`src/rtl/dram_arbiter_if.sv`:
```
// Request/response bundle between the upstream DRAM masters, the arbiter and dram_buf.
// The arbiter connects through the master modport; the environment uses slave.
interface dram_arbiter_if #(
  parameter int N_PORTS = 4,
  parameter int ADDR_W  = 27,
  parameter int DATA_W  = 128
);
  logic [N_PORTS-1:0]             up_valid;
  logic [N_PORTS-1:0]             up_ready;
  logic [N_PORTS-1:0]             up_we;
  logic [N_PORTS-1:0][ADDR_W-1:0] up_addr;
  logic [N_PORTS-1:0][DATA_W-1:0] up_wdata;
  logic [N_PORTS-1:0]             up_rsp_valid;
  logic [DATA_W-1:0]              up_rsp_data;
  logic                           dn_valid;
  logic                           dn_ready;
  logic                           dn_we;
  logic [ADDR_W-1:0]              dn_addr;
  logic [DATA_W-1:0]              dn_wdata;
  logic                           dn_rsp_valid;
  logic [DATA_W-1:0]              dn_rsp_data;
  logic                           rsp_err;

  modport master (
    input  up_valid, up_we, up_addr, up_wdata, dn_ready, dn_rsp_valid, dn_rsp_data,
    output up_ready, up_rsp_valid, up_rsp_data, dn_valid, dn_we, dn_addr, dn_wdata, rsp_err
  );

  modport slave (
    output up_valid, up_we, up_addr, up_wdata, dn_ready, dn_rsp_valid, dn_rsp_data,
    input  up_ready, up_rsp_valid, up_rsp_data, dn_valid, dn_we, dn_addr, dn_wdata, rsp_err
  );
endinterface

```
`src/rtl/dram_arbiter.sv`:
```
// N-port round-robin DRAM front-end with an in-order port-tag FIFO for read responses.
// Define ARB_FIXED_PRIO_EN for fixed priority (port 0 highest) instead of round-robin.
module dram_arbiter #(
  parameter int N_PORTS   = 4,
  parameter int ADDR_W    = 27,
  parameter int DATA_W    = 128,
  parameter int TAG_DEPTH = 8
) (
  input  logic           clk,
  input  logic           rstn,
  dram_arbiter_if.master bus
);
  localparam int PW = (N_PORTS > 1) ? $clog2(N_PORTS) : 1;
  localparam int TW = $clog2(TAG_DEPTH);
  localparam int CW = TW + 2;

  typedef enum logic {IDLE, ISSUE} state_t;

  state_t                       state;
  logic [PW-1:0]                rr_ptr, win, win_q;
  logic [TAG_DEPTH-1:0][PW-1:0] tag_mem;
  logic [TW-1:0]                wr_ptr, rd_ptr;
  logic [CW-1:0]                tag_cnt, reads_inflight;
  logic [N_PORTS-1:0]           elig, rsp_vld;
  logic                         any_elig, push, pop;
  logic                         dn_vld, dn_we;
  logic [ADDR_W-1:0]            dn_addr;
  logic [DATA_W-1:0]            dn_wdata, rsp_data;
  logic                         rsp_err;

  // Counting the read sitting in ISSUE keeps the tag FIFO from overflowing.
  always_comb begin
    reads_inflight = tag_cnt + CW'(state == ISSUE && !dn_we);
    for (int i = 0; i < N_PORTS; i++)
      elig[i] = bus.up_valid[i] && (bus.up_we[i] || reads_inflight < CW'(TAG_DEPTH));
    any_elig = |elig;
  end

  // Scan from the far end so the last hit is the highest-priority eligible port.
`ifdef ARB_FIXED_PRIO_EN
  always_comb begin
    win = '0;
    for (int i = N_PORTS - 1; i >= 0; i--)
      if (elig[i]) win = PW'(i);
  end
`else
  always_comb begin
    int idx;
    idx = 0;
    win = '0;
    for (int k = N_PORTS - 1; k >= 0; k--) begin
      idx = int'(rr_ptr) + k;
      if (idx >= N_PORTS) idx = idx - N_PORTS;
      if (elig[idx]) win = PW'(idx);
    end
  end
`endif

  assign bus.up_ready = (state == IDLE && any_elig) ? (N_PORTS'(1) << win) : '0;
  assign push         = dn_vld && bus.dn_ready && !dn_we;
  assign pop          = bus.dn_rsp_valid && (tag_cnt != '0);

  always_ff @(posedge clk or negedge rstn) begin
    if (!rstn) begin
      state    <= IDLE;
      rr_ptr   <= '0;
      win_q    <= '0;
      dn_vld   <= 1'b0;
      dn_we    <= 1'b0;
      dn_addr  <= '0;
      dn_wdata <= '0;
      wr_ptr   <= '0;
      rd_ptr   <= '0;
      tag_cnt  <= '0;
      rsp_vld  <= '0;
      rsp_data <= '0;
      rsp_err  <= 1'b0;
    end else begin
      case (state)
        IDLE: if (any_elig) begin
          win_q    <= win;
          dn_vld   <= 1'b1;
          dn_we    <= bus.up_we[win];
          dn_addr  <= bus.up_addr[win];
          dn_wdata <= bus.up_wdata[win];
          state    <= ISSUE;
        end
        ISSUE: if (bus.dn_ready) begin
          dn_vld <= 1'b0;
          state  <= IDLE;
`ifdef ARB_FIXED_PRIO_EN
          rr_ptr <= '0;
`else
          rr_ptr <= (win_q == PW'(N_PORTS - 1)) ? '0 : win_q + 1'b1;
`endif
        end
        default: state <= IDLE;
      endcase

      if (push) wr_ptr <= wr_ptr + 1'b1;
      if (pop)  rd_ptr <= rd_ptr + 1'b1;
      case ({push, pop})
        2'b10:   tag_cnt <= tag_cnt + 1'b1;
        2'b01:   tag_cnt <= tag_cnt - 1'b1;
        default: tag_cnt <= tag_cnt;
      endcase

      rsp_vld <= pop ? (N_PORTS'(1) << tag_mem[rd_ptr]) : '0;
      if (pop) rsp_data <= bus.dn_rsp_data;
      if (bus.dn_rsp_valid && !pop) rsp_err <= 1'b1;
    end
  end

  always_ff @(posedge clk)
    if (push) tag_mem[wr_ptr] <= win_q;

  assign bus.dn_valid     = dn_vld;
  assign bus.dn_we        = dn_we;
  assign bus.dn_addr      = dn_addr;
  assign bus.dn_wdata     = dn_wdata;
  assign bus.up_rsp_valid = rsp_vld;
  assign bus.up_rsp_data  = rsp_data;
  assign bus.rsp_err      = rsp_err;
endmodule
```
`src/flat_wrapper.sv`:
```
// flat-port wrapper written by rule: the top's interface ports become plain ports
module dram_arbiter_flat 
#(
  parameter int N_PORTS   = 4,
  parameter int ADDR_W    = 27,
  parameter int DATA_W    = 128,
  parameter int TAG_DEPTH = 8
)
  (clk, rstn, bus_up_valid, bus_up_we, bus_up_addr, bus_up_wdata, bus_dn_ready, bus_dn_rsp_valid, bus_dn_rsp_data, bus_up_ready, bus_up_rsp_valid, bus_up_rsp_data, bus_dn_valid, bus_dn_we, bus_dn_addr, bus_dn_wdata, bus_rsp_err);
  dram_arbiter_if #(.N_PORTS(N_PORTS), .ADDR_W(ADDR_W), .DATA_W(DATA_W)) bus_i ();
  input  logic clk;
  input  logic rstn;
  input wire logic [$bits(bus_i.up_valid)-1:0] bus_up_valid;
  input wire logic [$bits(bus_i.up_we)-1:0] bus_up_we;
  input wire logic [$bits(bus_i.up_addr)-1:0] bus_up_addr;
  input wire logic [$bits(bus_i.up_wdata)-1:0] bus_up_wdata;
  input wire logic [$bits(bus_i.dn_ready)-1:0] bus_dn_ready;
  input wire logic [$bits(bus_i.dn_rsp_valid)-1:0] bus_dn_rsp_valid;
  input wire logic [$bits(bus_i.dn_rsp_data)-1:0] bus_dn_rsp_data;
  output wire logic [$bits(bus_i.up_ready)-1:0] bus_up_ready;
  output wire logic [$bits(bus_i.up_rsp_valid)-1:0] bus_up_rsp_valid;
  output wire logic [$bits(bus_i.up_rsp_data)-1:0] bus_up_rsp_data;
  output wire logic [$bits(bus_i.dn_valid)-1:0] bus_dn_valid;
  output wire logic [$bits(bus_i.dn_we)-1:0] bus_dn_we;
  output wire logic [$bits(bus_i.dn_addr)-1:0] bus_dn_addr;
  output wire logic [$bits(bus_i.dn_wdata)-1:0] bus_dn_wdata;
  output wire logic [$bits(bus_i.rsp_err)-1:0] bus_rsp_err;
  assign bus_i.up_valid = bus_up_valid;
  assign bus_i.up_we = bus_up_we;
  assign bus_i.up_addr = bus_up_addr;
  assign bus_i.up_wdata = bus_up_wdata;
  assign bus_i.dn_ready = bus_dn_ready;
  assign bus_i.dn_rsp_valid = bus_dn_rsp_valid;
  assign bus_i.dn_rsp_data = bus_dn_rsp_data;
  assign bus_up_ready = bus_i.up_ready;
  assign bus_up_rsp_valid = bus_i.up_rsp_valid;
  assign bus_up_rsp_data = bus_i.up_rsp_data;
  assign bus_dn_valid = bus_i.dn_valid;
  assign bus_dn_we = bus_i.dn_we;
  assign bus_dn_addr = bus_i.dn_addr;
  assign bus_dn_wdata = bus_i.dn_wdata;
  assign bus_rsp_err = bus_i.rsp_err;
  dram_arbiter #(.N_PORTS(N_PORTS), .ADDR_W(ADDR_W), .DATA_W(DATA_W), .TAG_DEPTH(TAG_DEPTH)) u_core (.clk(clk), .rstn(rstn), .bus(bus_i));
endmodule
```
`config.mk`:
```
export PLATFORM = sky130hd
export DESIGN_NAME = dram_arbiter_flat
export DESIGN_NICKNAME = d
export VERILOG_FILES = /design/src/rtl/dram_arbiter_if.sv /design/src/rtl/dram_arbiter.sv /design/src/flat_wrapper.sv
export SDC_FILE = /design/constraint.sdc
export NUM_CORES = 1
export LEC_CHECK = 0
export CELL_PAD_IN_SITES_DETAIL_PLACEMENT = 0
export CELL_PAD_IN_SITES_GLOBAL_PLACEMENT = 2
export CORE_AREA = 2 2 415 417
export CTS_BUF_LIST = sky130_fd_sc_hd__clkbuf_16
export DETAILED_ROUTE_END_ITERATION = 8
export DIE_AREA = 0 0 417 419
export PLACE_DENSITY = 0.53
export REMOVE_ABC_BUFFERS = 1
export SYNTH_ARGS = -nofsm -noshare
export SYNTH_HDL_FRONTEND = slang
export SYNTH_SLANG_ARGS = --single-unit
```
`constraint.sdc`:
```
create_clock -name clk -period 8 [get_ports clk]
set_clock_uncertainty 0.05 [all_clocks]
set_input_delay 1.6 -clock clk [delete_from_list [all_inputs] [get_ports clk]]
set_output_delay 1.6 -clock clk [all_outputs]
set_load 0.02 [all_outputs]
```
## Yosys cells after proc, flatten, opt, wreduce, memory -nomap -nowiden

Cells that the tools add are included.

- Flip-flop bits (word level): 322
- Bits of input ports: 760
- Output and inout port bits: 294
- Logic and storage cells: 119

- Shift-type cells: 2
- Multiplexer cells: 41
- Add/sub/neg operators: 13
- Reductions and logical operators: 23
- Equality and inequality tests: 5
- Magnitude comparators: 13
- Bitwise gates (word level): 1

Operator list:

| kind | count |
|---|---|
| $bmux 128 s2 | 1 |
| $lt 32x4->1 const B | 4 |
| $mux 128 | 1 |
| $mux 32 | 4 |
| $ge 32x4->1 const B | 3 |
| $sub 32x4->32 const B | 3 |
| $bmux 27 s2 | 1 |
| $mux 27 | 1 |
| $bwmux 16 | 1 |
| $mux 2 | 7 |
| $mux 1 | 13 |
| $logic_and 1x1->1 | 11 |
| $bmux 1 s2 | 5 |
| $pmux 5 s2 | 1 |
| $lt 3x4->1 const B | 2 |
| $mux 4 | 2 |
| $shl 1x2->4 const A | 2 |
| $add 2x2->3 const B | 2 |
| $add 3x1->3 const B | 2 |
| $bmux 2 s3 | 1 |
| $demux 2 s3 | 1 |
| $reduce_and 2->1 | 3 |
| $add 5x1->5 | 1 |
| $add 5x1->5 const B | 1 |
| 19 further kinds | 25 |

## Depth between registers and ports, before layout

Gate-level depths: netlist of the first run.

- Word-level depth: 15
- Gate-level depth with buffers: 15
- Depth with buffers taken out: 13

## Worst setup path after synthesis of the first run

No wires, ideal clock.

- Kind: input port to output port
- Start: input bus_up_we[1]
- End: output bus_up_ready[0]
- Arrival: 3.087 ns
- Stages: 6
- Path slack: 3.263 ns
- Path buffers: 2
- Required time: 6.350 ns
- Cells stage by stage: o31a_1 nor3_1 nand3b_1 buf_4 buf_2 nor3b_1

- Word-level cells in the longest chain between the ends: 11
- Elaborated cells between the ends (all ways): 22
- Classes of those cells: shift: 1; mux: 17; reduce/logical: 4

Ends and longest elaborated chain:

| element | line | text |
|---|---|---|
| start: declaration | flat_wrapper.sv:14 | `input wire logic [$bits(bus_i.up_we)-1:0] bus_up_we;` |
| $logic_or 1x1->1 * | dram_arbiter.sv:35 | `elig[i] = bus.up_valid[i] && (bus.up_we[i] \|\| reads_inflight < CW'(TAG_DEPTH));` |
| $logic_and 1x1->1 * | dram_arbiter.sv:35 |  |
| $bmux 1 s2 | dram_arbiter.sv:54 | `if (elig[idx]) win = PW'(idx);` |
| $mux 1 (implied by the code) (2 in a row) | dram_arbiter.sv:54 |  |
| $mux 2 (4 in a row) | dram_arbiter.sv:54 |  |
| $shl 1x2->4 | dram_arbiter.sv:59 | `assign bus.up_ready = (state == IDLE && any_elig) ? (N_PORTS'(1) << win) : '0;` |
| $mux 4 * | dram_arbiter.sv:59 |  |
| end: declaration | flat_wrapper.sv:20 | `output wire logic [$bits(bus_i.up_ready)-1:0] bus_up_ready;` |

Mark *: on every way between the ends. The rest lies on a longest branch, timed or not. The select of a mux whose other input is x is not followed.

## Worst setup path in the final report of the first run

- Start: input bus_up_we[3]
- End: output bus_up_ready[0]

Same word-level chain as after synthesis.

==> results of run 1 <==
-- power by group --
group | internal (mW) | switching, mW
combinational | 2.35 | 2.83
sequential | 2.23 | 0.395
clock | 1.19 | 0.945
total | 5.77 | 4.17
-- synthesized netlist by cell type, types with 3 or more instances --
library cell / number / area share [%]
sky130_fd_sc_hd__xnor2_1: 5 / 0.26
sky130_fd_sc_hd__nor2_1: 11 / 0.24
sky130_fd_sc_hd__o31ai_2: 3 / 0.22
sky130_fd_sc_hd__dfrtp_1: 306 / 45
sky130_fd_sc_hd__nand2_1: 563 / 12
sky130_fd_sc_hd__ha_1: 7 / 0.51
sky130_fd_sc_hd__buf_4: 3 / 0.13
sky130_fd_sc_hd__inv_1: 6 / 0.13
sky130_fd_sc_hd__buf_1: 6 / 0.13
sky130_fd_sc_hd__buf_6: 31 / 2.1
sky130_fd_sc_hd__buf_2: 35 / 1.0
sky130_fd_sc_hd__o21ai_0: 3 / 0.088
sky130_fd_sc_hd__and3_1: 3 / 0.11
sky130_fd_sc_hd__xor2_1: 3 / 0.15
sky130_fd_sc_hd__edfxtp_1: 16 / 2.8
sky130_fd_sc_hd__mux2i_1: 315 / 19
sky130_fd_sc_hd__a21o_1: 3 / 0.13
sky130_fd_sc_hd__o221ai_1: 26 / 1.3
sky130_fd_sc_hd__nor3_1: 6 / 0.18
sky130_fd_sc_hd__mux4_2: 4 / 0.53
sky130_fd_sc_hd__nand2b_1: 6 / 0.22
sky130_fd_sc_hd__o221ai_2: 130 / 11
sky130_fd_sc_hd__clkbuf_1: 45 / 0.99
-- cell families (layout without fill, tap and decap cells) --
family	Yosys count	after routing	share of synthesized area [%]
mux	320	320	19.1
xor+xnor	8	8	0.412
other cells	0	7	0
buf+inv	127	1178	4.49
simple gates	600	600	13.6
compound gates	179	179	13.9
flops	322	322	47.8
fa+ha+maj	8	8	0.632
-- metrics by stage --
| stage | instances | instance area, um2 | util [%] | hold slack (ns) |
|---|---|---|---|---|
| 2_1_floorplan | 1444 | 16300 | - | 0.406 |
| 3_3_place_gp | 4757 | 29900 | 17.5 | 0.392 |
| 3_5_place_dp | 4757 | 29900 | 17.5 | 0.398 |
| 4_1_cts | 4848 | 31500 | 18.4 | 0.411 |
| 5_1_grt | 4853 | 31500 | 18.4 | 0.436 |
| 6_report | 4855 | 31500 | 18.5 | 0.406 |
-- path summary, 6_finish.rpt --
kind / from / slack (ns) / endpoint
max: bus_up_we[3] / 2.35 / bus_up_ready[0]
min: u_core.bus.rsp_err / 0.41 / u_core.bus.rsp_err
max reg2reg: u_core.tag_cnt[2] / 3.84 / u_core.bus.dn_wdata[33]
min reg2reg: u_core.bus.rsp_err / 0.41 / u_core.bus.rsp_err
max in group asynchronous: rstn / 5.58 / u_core.bus.dn_wdata[92]
min in group asynchronous: rstn / 0.99 / u_core.bus.up_rsp_data[2]
-- sequential cells by signal, summed over array words and instances (netlist names) --
name and flops:
u_core.bus.dn_wdata 128, u_core.bus.dn_valid 1, u_core.bus.dn_we 1, u_core.bus.up_rsp_data 128, u_core.tag_mem 16, u_core.bus.dn_addr 27, u_core.win_q 2, u_core.state 1
u_core.tag_cnt 5, u_core.bus.up_rsp_valid 4, u_core.rd_ptr 3, u_core.wr_ptr 3, u_core.bus.rsp_err 1, u_core.rr_ptr 2
-- metal layers --
layer	track usage [%]	vias to the layer above	wire, um	share of wire (%)
li1	-	7567	-	-
met1	13.2	7750	41100	40
met2	19.8	544	52400	51
met3	3.36	99	7280	7.1
met4	2.24	12	1800	1.8
met5	0	-	72	0.070
-- final cells by class --
cell class	instances	area [um2]
flip-flops and latches	322	8140
inverters	7	28.8
clock buffers	51	1280
fillers	18775	139000
clock inverters	40	255
multi-input cells	1115	8150
repair buffers	1080	10800
diodes	7	17.5
well taps	2233	2790
==> results_dict.tcl, run 1 <==
set metrics [dict create \
    outcome "finished clean" \
    number_of_buffers_created_by_cts 50 \
    cts_repair_resize_count 0 \
    number_of_iterations_in_the_first_detailed_routing_pass 5 \
    detail-route-antenna-nets 0 \
    worstPathRequired_ns 6.35 \
    holdPathStages 1 \
    timing.final.crit_share_pct 70.7 \
    clock-sinks 322 \
    drt_iter0_markers 686 \
    weighted_congestion_at_the_end_of_routability_driven_global_placement 0.828 \
    setup_viol_count_final 0 \
    die_area_um2 175000 \
    grt_setup_unrepaired "no" \
    root_buffer "sky130_fd_sc_hd__clkbuf_16" \
    cp_num_buf_inv 2 \
    crit_path_frequent_cell "sky130_fd_sc_hd__clkdlybuf4s50_1" \
    cts_hold_buf 0 \
    hpwlAfterDp_mm 79.5 \
    grt.overflow.total 0 \
    routed_wl_mm 103 \
    finalHoldViolations 0 \
    die_width_um 417 \
    timing.reg2reg.worst_path_depth 10 \
    routedWlPerCell_um 21.2 \
    synthesis.area_per_instance_um2 10.9 \
    vdd_ir_drop_max_v 0.000208 \
    crit_path_slowest_cell "sky130_fd_sc_hd__nand2b_4" \
    worst-path-stages 6 \
    antenna_found_initial 19 \
    p_leak_nw 13.4 \
    worst_setup_margin_ns 2.35 \
    grt_pass1_vias 17210 \
    layout.cells.most_common "sky130_fd_sc_hd__clkdlybuf4s50_1" \
    grt_usage_pct 11.2 \
    maxCapViolCount 0 \
    worst_setup_hold_path_clk_slew_ns 0.05 \
    route.detailed.drc 0 \
    async_reset_ff_share_pct 95.0 \
    number_of_post_cts_setup_repair_buffers 0 \
    fin_tns_setup_ns 0 \
    clock_insertion_delay_worst_skew_ns 0.62 \
    netlist-cell-type-count 46 \
    timing.critical_path.max_delay_family "buffers and inverters" \
    fp.dieH_um 419 \
    largest_net_degree_at_the_start_of_global_routing 122 \
    cts_max_level 2 \
    critPathCaptureType "output pin" \
    critical_path.max_stage_delay_ns 0.61 \
    path_class "primary input to output pin" \
    design.final.nets 3344 \
    ioPinCount 1054 \
    floorplan.initialDensity_pct 9.98 \
    synth-edff-count 16 \
    timing.critical_path.fanout_max 53 \
    sequential_fraction_of_the_synthesis_area_pct 47.8 \
    core-area_um2 171000 \
    power_mw 9.94 \
    area_growth_from_synthesis_to_layout_pct 85.0 \
    finalCriticalPeriod_ns 5.65 \
    tritoncts_clock_tree "yes" \
    vias_per_cell 3.29 \
    type_of_origin_of_the_critical_path "primary input" \
    fmax_mhz 177 \
    number_of_vias_in_the_routed_layout 15972 \
    path_cells "clkdlybuf4s50_1 -> o31ai_2 -> nand4_1 -> nand2b_4 -> nor3b_1 -> clkdlybuf4s50_1" \
    synth.ff_latch_count 322 \
    synth-main-ff-cell "sky130_fd_sc_hd__dfrtp_1" \
    powerDensity_nw_per_um2 316 \
    cts-root-to-sink-buffers 3 \
    warnings_synthesis 0 \
    wire_length_of_the_first_global_routing_pass_mm 140 \
    synth.cell_area_um2 17000 \
    slew-limit-headroom_pct 35.0 \
    worst_hold_check_path_type "flip-flop to flip-flop" \
    worst_slew_pin_slew_ns 0.975 \
    syn-instance-count 1564 \
    mostFrequentLayoutCells "sky130_fd_sc_hd__clkdlybuf4s50_1, sky130_fd_sc_hd__nand2_1, sky130_fd_sc_hd__mux2i_1" \
    arrival_ns 4.00 \
    final_max_slew_viol_count 0 \
    place_worst_setup_slack_ns 2.33 \
    buffer_ports.inserted 1053 \
    row_count 152 \
    layout-drive-gt1-share_pct 9.29 \
]
Power figures use the tool's default switching activity.
==> run 2: changes to the inputs <==
--- a/config.mk
+++ b/config.mk
@@ -7,11 +7,11 @@
 export LEC_CHECK = 0
 export CELL_PAD_IN_SITES_DETAIL_PLACEMENT = 0
 export CELL_PAD_IN_SITES_GLOBAL_PLACEMENT = 2
-export CORE_AREA = 2 2 415 417
+export CORE_AREA = 2 2 406 408
 export CTS_BUF_LIST = sky130_fd_sc_hd__clkbuf_16
 export DETAILED_ROUTE_END_ITERATION = 8
-export DIE_AREA = 0 0 417 419
-export PLACE_DENSITY = 0.53
+export DIE_AREA = 0 0 408 410
+export PLACE_DENSITY = 0.56
 export REMOVE_ABC_BUFFERS = 1
 export SYNTH_ARGS = -nofsm -noshare
 export SYNTH_HDL_FRONTEND = slang
==> constraint.sdc (replaced) <==
create_clock -name clk -period 4.8 [get_ports clk]
set_clock_uncertainty 0.05 [all_clocks]
set_input_delay 0.96 -clock clk [delete_from_list [all_inputs] [get_ports clk]]
set_output_delay 0.96 -clock clk [all_outputs]
set_load 0.02 [all_outputs]
==> run 2 against run 1 <==
Against the previous run: register-to-register slack lost 2.9 ns; die area decreased by 4.3%; highest routed layer unchanged; final cell count fell by 0.49%; critical endpoint is now bus_up_ready[3]; first-iteration DRC count shrank 8.7%; critical path type is now flip-flop to output pin; setup slack got worse by 1.9 ns; hold slack lost 0.14 ns; largest cell class unchanged; clock-buffer cell count fell by 2; total power is 72% higher; sequential power grew 68%; utilization up 0.90 points.
==> results_dict.tcl, run 2 (synthesis results as in run 1) <==
set metrics [dict create \
    outcome "finished clean" \
    timing.final.crit_share_pct 91.7 \
    grt_usage_pct 13.4 \
    weighted_congestion_at_the_end_of_routability_driven_global_placement 0.792 \
    antenna_found_initial 48 \
    vias_per_cell 3.40 \
    floorplan.initialDensity_pct 10.4 \
    final_max_slew_viol_count 0 \
    worstPathRequired_ns 3.79 \
    grt_pass1_vias 17468 \
    maxCapViolCount 0 \
    largest_net_degree_at_the_start_of_global_routing 90 \
    number_of_post_cts_setup_repair_buffers 0 \
    worst_setup_margin_ns 0.399 \
    worst_hold_check_path_type "primary input to async pin" \
    setup_viol_count_final 0 \
    fp.dieH_um 410 \
    layout.cells.most_common "sky130_fd_sc_hd__clkdlybuf4s50_1" \
    path_class "flip-flop to output pin" \
    place_worst_setup_slack_ns 0.324 \
    die_width_um 408 \
    cts_hold_buf 0 \
    cts-root-to-sink-buffers 3 \
    p_leak_nw 13.5 \
    placed_cell_area_um2 30100 \
    slew-limit-headroom_pct 37.4 \
    critPathCaptureType "output pin" \
    type_of_origin_of_the_critical_path "flip-flop" \
    number_of_vias_in_the_routed_layout 16438 \
    buffer_ports.inserted 1053 \
    core-area_um2 163000 \
    finalHoldViolations 0 \
    clock-sinks 322 \
    timing.reg2reg.worst_path_depth 11 \
    setup.reg_to_reg.worst_slack_ns 0.97 \
    arrival_ns 3.39 \
    hpwlAfterDp_mm 93.5 \
    cts_max_level 2 \
    finalCriticalPeriod_ns 4.40 \
    area_growth_from_synthesis_to_layout_pct 85.9 \
    number_of_iterations_in_the_first_detailed_routing_pass 4 \
    number_of_buffers_created_by_cts 49 \
    root_buffer "sky130_fd_sc_hd__clkbuf_16" \
    layout-drive-gt1-share_pct 9.99 \
    routed_wl_mm 117 \
    design.final.nets 3366 \
    crit-reg2reg-capture "u_core.bus.dn_wdata[86]" \
    powerDensity_nw_per_um2 539 \
    mostFrequentLayoutCells "sky130_fd_sc_hd__clkdlybuf4s50_1, sky130_fd_sc_hd__nand2_1, sky130_fd_sc_hd__mux2i_1" \
    fmax_mhz 227 \
    reg2reg_from "u_core.tag_cnt[3]" \
    worst_setup_hold_path_clk_slew_ns 0.06 \
    tritoncts_clock_tree "yes" \
    ioPinCount 1054 \
    timing.critical_path.fanout_max 7 \
    route.detailed.drc 0 \
    cts_repair_resize_count 0 \
    finish.instance_area_um2 31600 \
    grt.overflow.total 0 \
    row_count 149 \
    drt_iter0_markers 626 \
    routedWlPerCell_um 24.2 \
    vdd_ir_drop_max_v 0.000287 \
    die_area_um2 167000 \
    grt_setup_unrepaired "no" \
    clock_insertion_delay_worst_skew_ns 0.60 \
    worst_slew_pin_slew_ns 0.939 \
    detail-route-antenna-nets 0 \
    wire_length_of_the_first_global_routing_pass_mm 156 \
]
[run 2: cell count changes in the layout (fill, tap and decap cells not counted), moves of 2 or more]
cell                              delta
sky130_fd_sc_hd__clkinv_4            -2
sky130_fd_sc_hd__inv_6               +2
sky130_fd_sc_hd__bufinv_16           +3
sky130_fd_sc_hd__buf_4              +18
sky130_fd_sc_hd__clkinv_16           -2
sky130_fd_sc_hd__diode_2             +2
sky130_fd_sc_hd__clkbuf_16           -2
sky130_fd_sc_hd__buf_12              +7
sky130_fd_sc_hd__clkinv_2            -3
sky130_fd_sc_hd__clkdlybuf4s50_1     -2
[run 2: layer usage]
layer / vias up / share of wire [%] / track usage, %
li1: 7629 / - / -
met1: 7964 / 39 / 15.1
met4: 34 / 1.5 / 2.04
met5: - / 0.19 / 0
met2: 672 / 50 / 23.6
met3: 139 / 9.7 / 5.95
[run 2: worst max path at each step]
| stage | start | slack [ns] | endpoint |
|---|---|---|---|
| after global placement | bus_up_we[2] | 0.35 | bus_up_ready[3] |
| final | u_core.bus.dn_we | 0.40 | bus_up_ready[3] |
| after detailed placement | bus_up_we[2] | 0.32 | bus_up_ready[3] |
| after global routing | u_core.bus.dn_we | 0.11 | bus_up_ready[3] |
| after CTS | u_core.bus.dn_we | 0.19 | bus_up_ready[3] |
| after floorplan | bus_up_we[0] | -12.26 | bus_up_ready[1] |
[run 2: layout make-up]
type                       instances  area (um2)
fill                           18114      132000
timing repair buffer            1103       11100
multi-input combinational       1115        8140
sequential                       322        8140
tap                             2189        2740
clock buffer                      49        1230
clock inverter                    37         267
inverter                           7        28.8
antenna                            9        22.5
[run 2: per-stage QoR]
step	total power [mW]	setup TNS [ns]	utilization [%]	hold slack [ns]	std cells
2_1_floorplan	8.87	-1680.28	-	0.406	1444
3_3_place_gp	13.8	0	18.4	0.395	4736
3_5_place_dp	13.8	0	18.4	0.404	4736
4_1_cts	17.6	0	19.3	0.245	4822
5_1_grt	18.2	0	19.3	0.270	4826
6_report	17.1	0	19.4	0.262	4831
[run 2: worst max-delay path, cell delays in order, from the launching register on]
cell,delay (ns)
sky130_fd_sc_hd__dfrtp_1,0.46
sky130_fd_sc_hd__nor2b_1,0.21
sky130_fd_sc_hd__a21oi_2,0.16
sky130_fd_sc_hd__o31ai_2,0.40
sky130_fd_sc_hd__o2bb2a_2,0.24
sky130_fd_sc_hd__nand3b_1,0.14
sky130_fd_sc_hd__buf_4,0.22
sky130_fd_sc_hd__nor3_1,0.27
sky130_fd_sc_hd__clkdlybuf4s50_1,0.67
[run 2: where the power goes]
group / internal, mW / switching (mW) / leakage, nW
combinational: 4.02 / 5.05 / 8.81
clock: 2.05 / 1.52 / 0.774
sequential: 3.72 / 0.689 / 3.91
